`config.mk`:
```
export PLATFORM = sky130hd
export DESIGN_NAME = apb_slave_mem_flat
export DESIGN_NICKNAME = d
export VERILOG_FILES = /design/src/rtl/apb_slave_mem_if.sv /design/src/rtl/apb_slave_mem.sv /design/src/flat_wrapper.sv
export SDC_FILE = /design/constraint.sdc
export NUM_CORES = 1
export LEC_CHECK = 0
export ABC_AREA = 0
export BUFFER_PORTS_ARGS = -buffer_cell sky130_fd_sc_hd__buf_2
export CORE_UTILIZATION = 40
export CTS_BUF_LIST = sky130_fd_sc_hd__clkbuf_8 sky130_fd_sc_hd__clkbuf_16
export DETAILED_ROUTE_END_ITERATION = 7
export PLACE_DENSITY = 0.54
export SLEW_MARGIN = 10
export SYNTH_ARGS = -nofsm -noshare
export SYNTH_HDL_FRONTEND = slang
export SYNTH_SLANG_ARGS = --single-unit
```
`constraint.sdc`:
```
create_clock -name Pclk -period 2.5 [get_ports Pclk]
set_clock_uncertainty 0.1 [all_clocks]
set_input_delay 0.125 -clock Pclk [delete_from_list [all_inputs] [get_ports Pclk]]
set_output_delay 0.125 -clock Pclk [all_outputs]
set_load 0.01 [all_outputs]
```
`src/rtl/apb_slave_mem_if.sv`:
```
// APB2-style bus bundle between the AHB-to-APB bridge and its slaves.
//
// Signals:
//   Pselx    [2:0]  slave selects, one bit per slave
//   Penable         access-phase strobe, shared by all slaves
//   Pwrite          1 = write, 0 = read
//   Paddr    [31:0] byte address
//   Pwdata   [31:0] write data
//   Prdata   [31:0] read data returned by the selected slave
//
// Modports: master (bridge side) drives the request, slave drives Prdata.
interface apb_slave_mem_if;
    logic [2:0]  Pselx;
    logic        Penable;
    logic        Pwrite;
    logic [31:0] Paddr;
    logic [31:0] Pwdata;
    logic [31:0] Prdata;

    modport master (
        output Pselx,
        output Penable,
        output Pwrite,
        output Paddr,
        output Pwdata,
        input  Prdata
    );

    modport slave (
        input  Pselx,
        input  Penable,
        input  Pwrite,
        input  Paddr,
        input  Pwdata,
        output Prdata
    );
endinterface

```
`src/rtl/apb_slave_mem.sv`:
```
// APB2-style (no PREADY/PSLVERR) word-addressed register file used as the
// target behind the AHB-to-APB bridge. It decodes Pselx[SLV_IDX], serves
// DEPTH 32-bit words starting at BASE_ADDR, counts completed transfers and
// raises sticky flags for out-of-range accesses and APB protocol violations.
//
// Ports:
//   Pclk       APB clock, all state updates on the rising edge
//   Hresetn    asynchronous active-low reset
//   bus        apb_slave_mem_if.slave (Pselx, Penable, Pwrite, Paddr, Pwdata, Prdata)
//   wr_count   completed writes, saturating at 16'hFFFF
//   rd_count   completed reads, saturating at 16'hFFFF
//   addr_err   sticky: an out-of-range (or read-only) access completed
//   prot_err   sticky: protocol violation seen
//
// Optional feature macro: APB_SLV_RO_REGION_EN
//   Defined   -> words 0..RO_WORDS-1 are read-only; writes to them are dropped,
//                not counted, and set addr_err.
//   Undefined -> every word is writable and RO_WORDS is ignored.
module apb_slave_mem #(
    parameter int unsigned SLV_IDX   = 0,
    parameter logic [31:0] BASE_ADDR = 32'h8000_0000,
    parameter int unsigned DEPTH     = 16,
    parameter int unsigned RO_WORDS  = 2
) (
    input  logic                  Pclk,
    input  logic                  Hresetn,
    apb_slave_mem_if.slave        bus,
    output logic [15:0]           wr_count,
    output logic [15:0]           rd_count,
    output logic                  addr_err,
    output logic                  prot_err
);

    localparam int unsigned IdxW      = $clog2(DEPTH);
    localparam logic [31:0] SpanBytes = 32'(DEPTH * 4);
    localparam logic [31:0] BadData   = 32'hDEAD_BEEF;

    if (SLV_IDX > 2 || DEPTH < 2 || DEPTH > 256 || (DEPTH & (DEPTH - 1)) != 0 ||
        RO_WORDS > DEPTH) begin : g_param_check
        $error("apb_slave_mem: illegal parameter combination");
    end

    // Phase of the cycle that just ended.
    typedef enum logic [1:0] {
        StIdle,
        StSetup,
        StAccess
    } state_e;

    state_e state_q, state_d;

    logic [31:0] mem_q [DEPTH];

    logic [31:0] cap_addr_q,  cap_addr_d;
    logic        cap_write_q, cap_write_d;
    logic [31:0] cap_wdata_q, cap_wdata_d;
    logic [31:0] prdata_q,    prdata_d;
    logic [15:0] wr_count_q,  wr_count_d;
    logic [15:0] rd_count_q,  rd_count_d;
    logic        addr_err_q,  addr_err_d;
    logic        prot_err_q,  prot_err_d;

    // Live-bus decode.
    logic            sel;
    logic            setup_cyc;
    logic            access_cyc;
    logic            commit;
    logic [31:0]     offset;
    logic            in_range;
    logic [IdxW-1:0] idx;

    // Decode of the address captured at setup; the commit always uses these.
    logic [31:0]     cap_offset;
    logic            cap_in_range;
    logic [IdxW-1:0] cap_idx;
    logic            ro_hit;

    logic            mem_we;
    logic            wr_inc;
    logic            rd_inc;
    logic            addr_err_set;
    logic            req_changed;
    logic            multi_sel;
    logic            prot_err_set;

    assign sel        = bus.Pselx[SLV_IDX[1:0]];
    assign setup_cyc  = sel & ~bus.Penable;
    assign access_cyc = sel & bus.Penable;
    // Only the first access cycle after a setup completes a transfer.
    assign commit     = access_cyc & (state_q == StSetup);

    // Addresses below BASE_ADDR wrap to huge offsets and fall out of range.
    assign offset   = bus.Paddr - BASE_ADDR;
    assign in_range = offset < SpanBytes;
    assign idx      = offset[2 +: IdxW];

    assign cap_offset   = cap_addr_q - BASE_ADDR;
    assign cap_in_range = cap_offset < SpanBytes;
    assign cap_idx      = cap_offset[2 +: IdxW];

`ifdef APB_SLV_RO_REGION_EN
    assign ro_hit = cap_in_range & (32'(cap_idx) < RO_WORDS);
`else
    assign ro_hit = 1'b0;
`endif

    assign mem_we       = commit & cap_write_q & cap_in_range & ~ro_hit;
    // Out-of-range writes still count; read-only hits do not.
    assign wr_inc       = commit & cap_write_q & ~ro_hit;
    assign rd_inc       = commit & ~cap_write_q;
    assign addr_err_set = commit & (~cap_in_range | (cap_write_q & ro_hit));

    assign req_changed = (bus.Paddr != cap_addr_q) |
                         (bus.Pwrite != cap_write_q) |
                         (cap_write_q & (bus.Pwdata != cap_wdata_q));

    // More than one bit set <=> clearing the lowest set bit leaves something.
    assign multi_sel = sel & ((bus.Pselx & (bus.Pselx - 3'd1)) != 3'd0);

    assign prot_err_set = (access_cyc & (state_q != StSetup)) |
                          (commit & req_changed) |
                          multi_sel;

    always_comb begin
        state_d = StIdle;
        if (sel) begin
            state_d = bus.Penable ? StAccess : StSetup;
        end
    end

    always_comb begin
        cap_addr_d  = cap_addr_q;
        cap_write_d = cap_write_q;
        cap_wdata_d = cap_wdata_q;
        prdata_d    = prdata_q;
        wr_count_d  = wr_count_q;
        rd_count_d  = rd_count_q;
        addr_err_d  = addr_err_q | addr_err_set;
        prot_err_d  = prot_err_q | prot_err_set;

        if (setup_cyc) begin
            cap_addr_d  = bus.Paddr;
            cap_write_d = bus.Pwrite;
            cap_wdata_d = bus.Pwdata;
            // Read data is ready a cycle early so it is stable for the whole
            // access phase; writes leave the last read value on the bus.
            if (!bus.Pwrite) begin
                prdata_d = in_range ? mem_q[idx] : BadData;
            end
        end

        if (wr_inc && (wr_count_q != 16'hFFFF)) begin
            wr_count_d = wr_count_q + 16'd1;
        end
        if (rd_inc && (rd_count_q != 16'hFFFF)) begin
            rd_count_d = rd_count_q + 16'd1;
        end
    end

    always_ff @(posedge Pclk or negedge Hresetn) begin
        if (!Hresetn) begin
            state_q     <= StIdle;
            cap_addr_q  <= '0;
            cap_write_q <= 1'b0;
            cap_wdata_q <= '0;
            prdata_q    <= '0;
            wr_count_q  <= '0;
            rd_count_q  <= '0;
            addr_err_q  <= 1'b0;
            prot_err_q  <= 1'b0;
        end else begin
            state_q     <= state_d;
            cap_addr_q  <= cap_addr_d;
            cap_write_q <= cap_write_d;
            cap_wdata_q <= cap_wdata_d;
            prdata_q    <= prdata_d;
            wr_count_q  <= wr_count_d;
            rd_count_q  <= rd_count_d;
            addr_err_q  <= addr_err_d;
            prot_err_q  <= prot_err_d;
        end
    end

    always_ff @(posedge Pclk or negedge Hresetn) begin
        if (!Hresetn) begin
            for (int unsigned i = 0; i < DEPTH; i++) begin
                mem_q[i] <= '0;
            end
        end else if (mem_we) begin
            mem_q[cap_idx] <= cap_wdata_q;
        end
    end

    assign bus.Prdata = prdata_q;
    assign wr_count   = wr_count_q;
    assign rd_count   = rd_count_q;
    assign addr_err   = addr_err_q;
    assign prot_err   = prot_err_q;

endmodule

```
`src/flat_wrapper.sv`:
```
// flat-port wrapper written by rule: the top's interface ports become plain ports
module apb_slave_mem_flat 
#(
    parameter int unsigned SLV_IDX   = 0,
    parameter logic [31:0] BASE_ADDR = 32'h8000_0000,
    parameter int unsigned DEPTH     = 16,
    parameter int unsigned RO_WORDS  = 2
)
  (Pclk, Hresetn, wr_count, rd_count, addr_err, prot_err, bus_Pselx, bus_Penable, bus_Pwrite, bus_Paddr, bus_Pwdata, bus_Prdata);
  apb_slave_mem_if bus_i ();
  input  logic Pclk;
  input  logic Hresetn;
  output logic [15:0] wr_count;
  output logic [15:0] rd_count;
  output logic addr_err;
  output logic prot_err;
  input wire logic [$bits(bus_i.Pselx)-1:0] bus_Pselx;
  input wire logic [$bits(bus_i.Penable)-1:0] bus_Penable;
  input wire logic [$bits(bus_i.Pwrite)-1:0] bus_Pwrite;
  input wire logic [$bits(bus_i.Paddr)-1:0] bus_Paddr;
  input wire logic [$bits(bus_i.Pwdata)-1:0] bus_Pwdata;
  output wire logic [$bits(bus_i.Prdata)-1:0] bus_Prdata;
  assign bus_i.Pselx = bus_Pselx;
  assign bus_i.Penable = bus_Penable;
  assign bus_i.Pwrite = bus_Pwrite;
  assign bus_i.Paddr = bus_Paddr;
  assign bus_i.Pwdata = bus_Pwdata;
  assign bus_Prdata = bus_i.Prdata;
  apb_slave_mem #(.SLV_IDX(SLV_IDX), .BASE_ADDR(BASE_ADDR), .DEPTH(DEPTH), .RO_WORDS(RO_WORDS)) u_core (.Pclk(Pclk), .Hresetn(Hresetn), .bus(bus_i), .wr_count(wr_count), .rd_count(rd_count), .addr_err(addr_err), .prot_err(prot_err));
endmodule
```
==> impl_metrics.csv <==
group,metric,value,unit
power,p_sw_share,24.3,%
timing,maxSlewHeadroom,46.6,%
final_layout,final_layout_size_suffix_gt1_share,49.8,%
synth,seq_area_frac_synth,55.2,%
synth,synth_top_family_by_area,"multiplexers",
job,max_cap_check_violation_count,0,
run_status,run_status,"finished, final reports clean",
floorplan,core_region_area,0.0719,mm2
floorplan,ios,137,
final_layout,num-nets-final,2190,
final_layout,final_cell_mix,"645 x dfrtp_1, 540 x mux2_2, 133 x buf_2",
setup_path,path_delay_family,"simple AND/OR/NAND/NOR gates",
synth,ys_ff_latch,645,
timing,timing.setup.tns,0,ps
global_routing,grt_pass1_vias,18100,
synth,synth-adder-area-share,0.0856,%
placed_design,placer_s_final_routability_congestion_estimate,0.812,
synth,synthesis.nets,1972,
clocking,tritoncts_num_sinks,645,
setup_path,worst_ep_required_time,2880,ps
clocking,clock-root-buffer,"clkbuf_16",
setup_path,crit_chain,"nor4b_1 -> nand4_1 -> nor2_4 -> buf_12 -> nand4_1 -> buf_12 -> mux2_2",
synth,avgSynthCellArea,15.4,um2
global_routing,grtUsageTotal,21.4,%
timing,grt_setup_unrepaired,"false",
final_layout,utilization,48.3,%
setup_path,start_kind,"flop",
final_layout,area_delta_synth_final,18.8,%
setup_path,worst_path_largest_cell_delay,400,ps
power,combPwrFrac,8.4,%
floorplan,fp.dieArea,0.0742,mm2
floorplan,die-height,272,um
setup_path,cp_slowest_cell,"dfrtp_1",
global_routing,grt_overflow_total,0,
setup_path,critical_path_peak_fanout,32,
setup_path,timing_worst_setup_path_type,"reg2reg",
timing,final_hold_vios,0,
timing,tightestPinTransition,799,ps
clocking,cts_setup_buffers,0,
routing,detailroute.via_count,17100,
timing,fmax,426,MHz
floorplan,std_cell_rows,98,
clocking,clock_tree_from_tritoncts,"done",
synth,yosys-mux-area-fraction,32.5,%
timing,final_min_period_over_clock_period,93.8,%
power,p_clk_share,46.1,%
setup_path,timing.critical_path.to_type,"flop",
placed_design,portBuffers,136,
power,intPower,0.0180,W
clocking,ctsHtreeMaxLevel,3,
global_routing,grt_antenna_before_repair,1,
global_routing,groute.layer.met3.usage,3.08,%
power,power_dens_cells,685,mW/mm2
placed_design,place_hpwl,48.7,mm
clocking,clkTransAtPathRegs,60,ps
synth,synth_simple_gate_area_share,3.60,%
power,power_frac_seq,45.5,%
synth,yosys.area_share.xor_xnor,2.82,%
synth,synth-compound-area-share,2.58,%
power,ir_worst_vdd,0.496,mV
final_layout,n_antenna_cell,0,
timing,setup-violations-final,0,
synth,synthesis.area,0.0292,mm2
synth,synth_cells,1899,
timing,final_period_minus_worst_setup_slack,2350,ps
global_routing,global_route.peak_usage_layer,"met2",
global_routing,grtUsageMet1,30.0,%
setup_path,worstPathBufferInverterCount,2,
final_layout,fillCellCount,6241,
clocking,number_of_buffers_on_the_longest_clock_path,3,
global_routing,global_route.usage.met2,34.3,%
final_layout,mostFrequentLayoutCell,"dfrtp_1",
min_path,holdCritPathClass,"in2reg",
clocking,clock_latency_on_the_worst_skew_pair,600,ps
global_routing,first_pass_grt_wire_length,118,mm
timing,timing_max_transition_violations_final,0,
power,power.switching,0.00577,W
synth,synth-warning-count,0,
power,power_leakage,16.8,nW
routing,routed_via_density,5.49,
routing,detail_route.wl_per_cell,25.0,um
routing,final_antenna_net_count,0,
routing,drt-pass1-iter-count,4,
routing,drc_errors,0,
setup_path,critPathArrivalTime,2720,ps
routing,detail_route.wirelength,78.0,mm
clocking,cts_buffers,73,
global_routing,largest_net_degree_at_the_start_of_global_routing,97,
routing,first_iter_violations,1101,
floorplan,effective_utilization_at_floorplan,40.7,%
synth,synth.distinct_cells,41,
power,fin_total_pwr,0.0238,W
floorplan,fp.dieW,272,um
final timing paths:
| check | endpoint | cells after the start | start | slack, ps |
|---|---|---|---|---|
| worst max-delay path | u_core.mem_q[448] | 7 | u_core.cap_addr_q[30] | 150 |
| worst min register to register | u_core.mem_q[412] | 1 | u_core.mem_q[412] | 390 |
| worst max register to register | u_core.mem_q[448] | 7 | u_core.cap_addr_q[30] | 150 |
| max in group asynchronous | u_core.mem_q[42] | 4 | Hresetn | 1580 |
| worst min-delay path | u_core.cap_addr_q[3] | 2 | bus_Paddr[3] | 60 |
| min in group asynchronous | u_core.rd_count[10] | 3 | Hresetn | 140 |
logic make-up (layout without fill, tap and decap cells):
family	after synthesis	count (layout)
mux	707	707
flops	645	645
buf+inv	177	452
simple gates	169	169
compound gates	105	105
xor+xnor	94	94
fa+ha+maj	2	2
metal layers:
metal  routed length (um)  share of wire [%]  up-vias
met1                35600                 46     9206
met5                    0                  0        -
met3                 2960                3.8      108
met4                 2180                2.8        0
met2                37200                 48      345
li1                     -                  -     7488
through the flow:
step                cell area, um2  hold WS (ps)  setup WS [ps]  std cells
floorplan                    29200          -271            428       1899
global placement             31500         -8.70            191       2921
detailed placement           31500         -7.77            145       2921
CTS                          34700          7.77            119       3124
global route                 34700          54.5           64.5       3124
finish                       34700          61.6            155       3124
power groups by stage:
stage	sequential (W)	clock, W	combinational (W)
6_report	0.0108	0.0110	0.00199
5_1_grt	0.0109	0.0117	0.00218
4_1_cts	0.0108	0.0113	0.00204
3_5_place_dp	0.0110	0	0.00194
3_3_place_gp	0.0110	0	0.00192
2_1_floorplan	0.0110	0	0.000967
final cells by class:
class,count,area (um2),share of cell area [%]
sequential,645,16100,46.5
inverter,2,7.51,0.0216
clock buffer,95,2200,6.32
timing repair buffer,318,2690,7.73
clock inverter,37,302,0.868
tap,950,1190,3.42
multi-input combinational,1077,12200,35.2
cell usage after synthesis, drive strengths merged:
cell type / n / share of area (%)
xor2: 72 / 2.2
buf: 84 / 2.0
dfrtp: 645 / 55
and4: 4 / 0.12
nor3: 4 / 0.068
xnor2: 22 / 0.66
o21ai: 4 / 0.068
and3: 4 / 0.086
nor2: 42 / 0.56
a21oi: 2 / 0.034
nand3: 14 / 0.24
a22o: 8 / 0.24
inv: 2 / 0.026
nor3b: 2 / 0.051
nor2b: 8 / 0.17
mux2: 579 / 23
nand4: 34 / 1.2
a31oi: 24 / 0.51
ha: 2 / 0.086
o21bai: 1 / 0.026
o211ai: 1 / 0.026
clkbuf: 91 / 1.2
and2: 6 / 0.13
mux4: 128 / 9.9
or3: 1 / 0.021
nor4: 25 / 0.53
a22oi: 64 / 1.6
nand2: 19 / 0.24
nand4b: 1 / 0.030
and4b: 2 / 0.068
nand2b: 1 / 0.021
a21boi: 1 / 0.026
nor4b: 2 / 0.060
flip-flops by register name (all words and copies together), names as in the netlist:
register,flops
u_core.mem_q,512
u_core.bus.Prdata,32
u_core.cap_addr_q,32
u_core.cap_wdata_q,32
u_core.rd_count,16
u_core.wr_count,16
u_core.state_q,2
u_core.addr_err,1
u_core.cap_write_q,1
u_core.prot_err,1
what timing repair did:
item / CTS / global route
hold endpoints to repair: 558 / 0
resized for setup: 0 / 0
hold buffers: 71 / 0
setup endpoints to repair: 0 / 0
No activity file was read; power rests on OpenSTA's default activity.
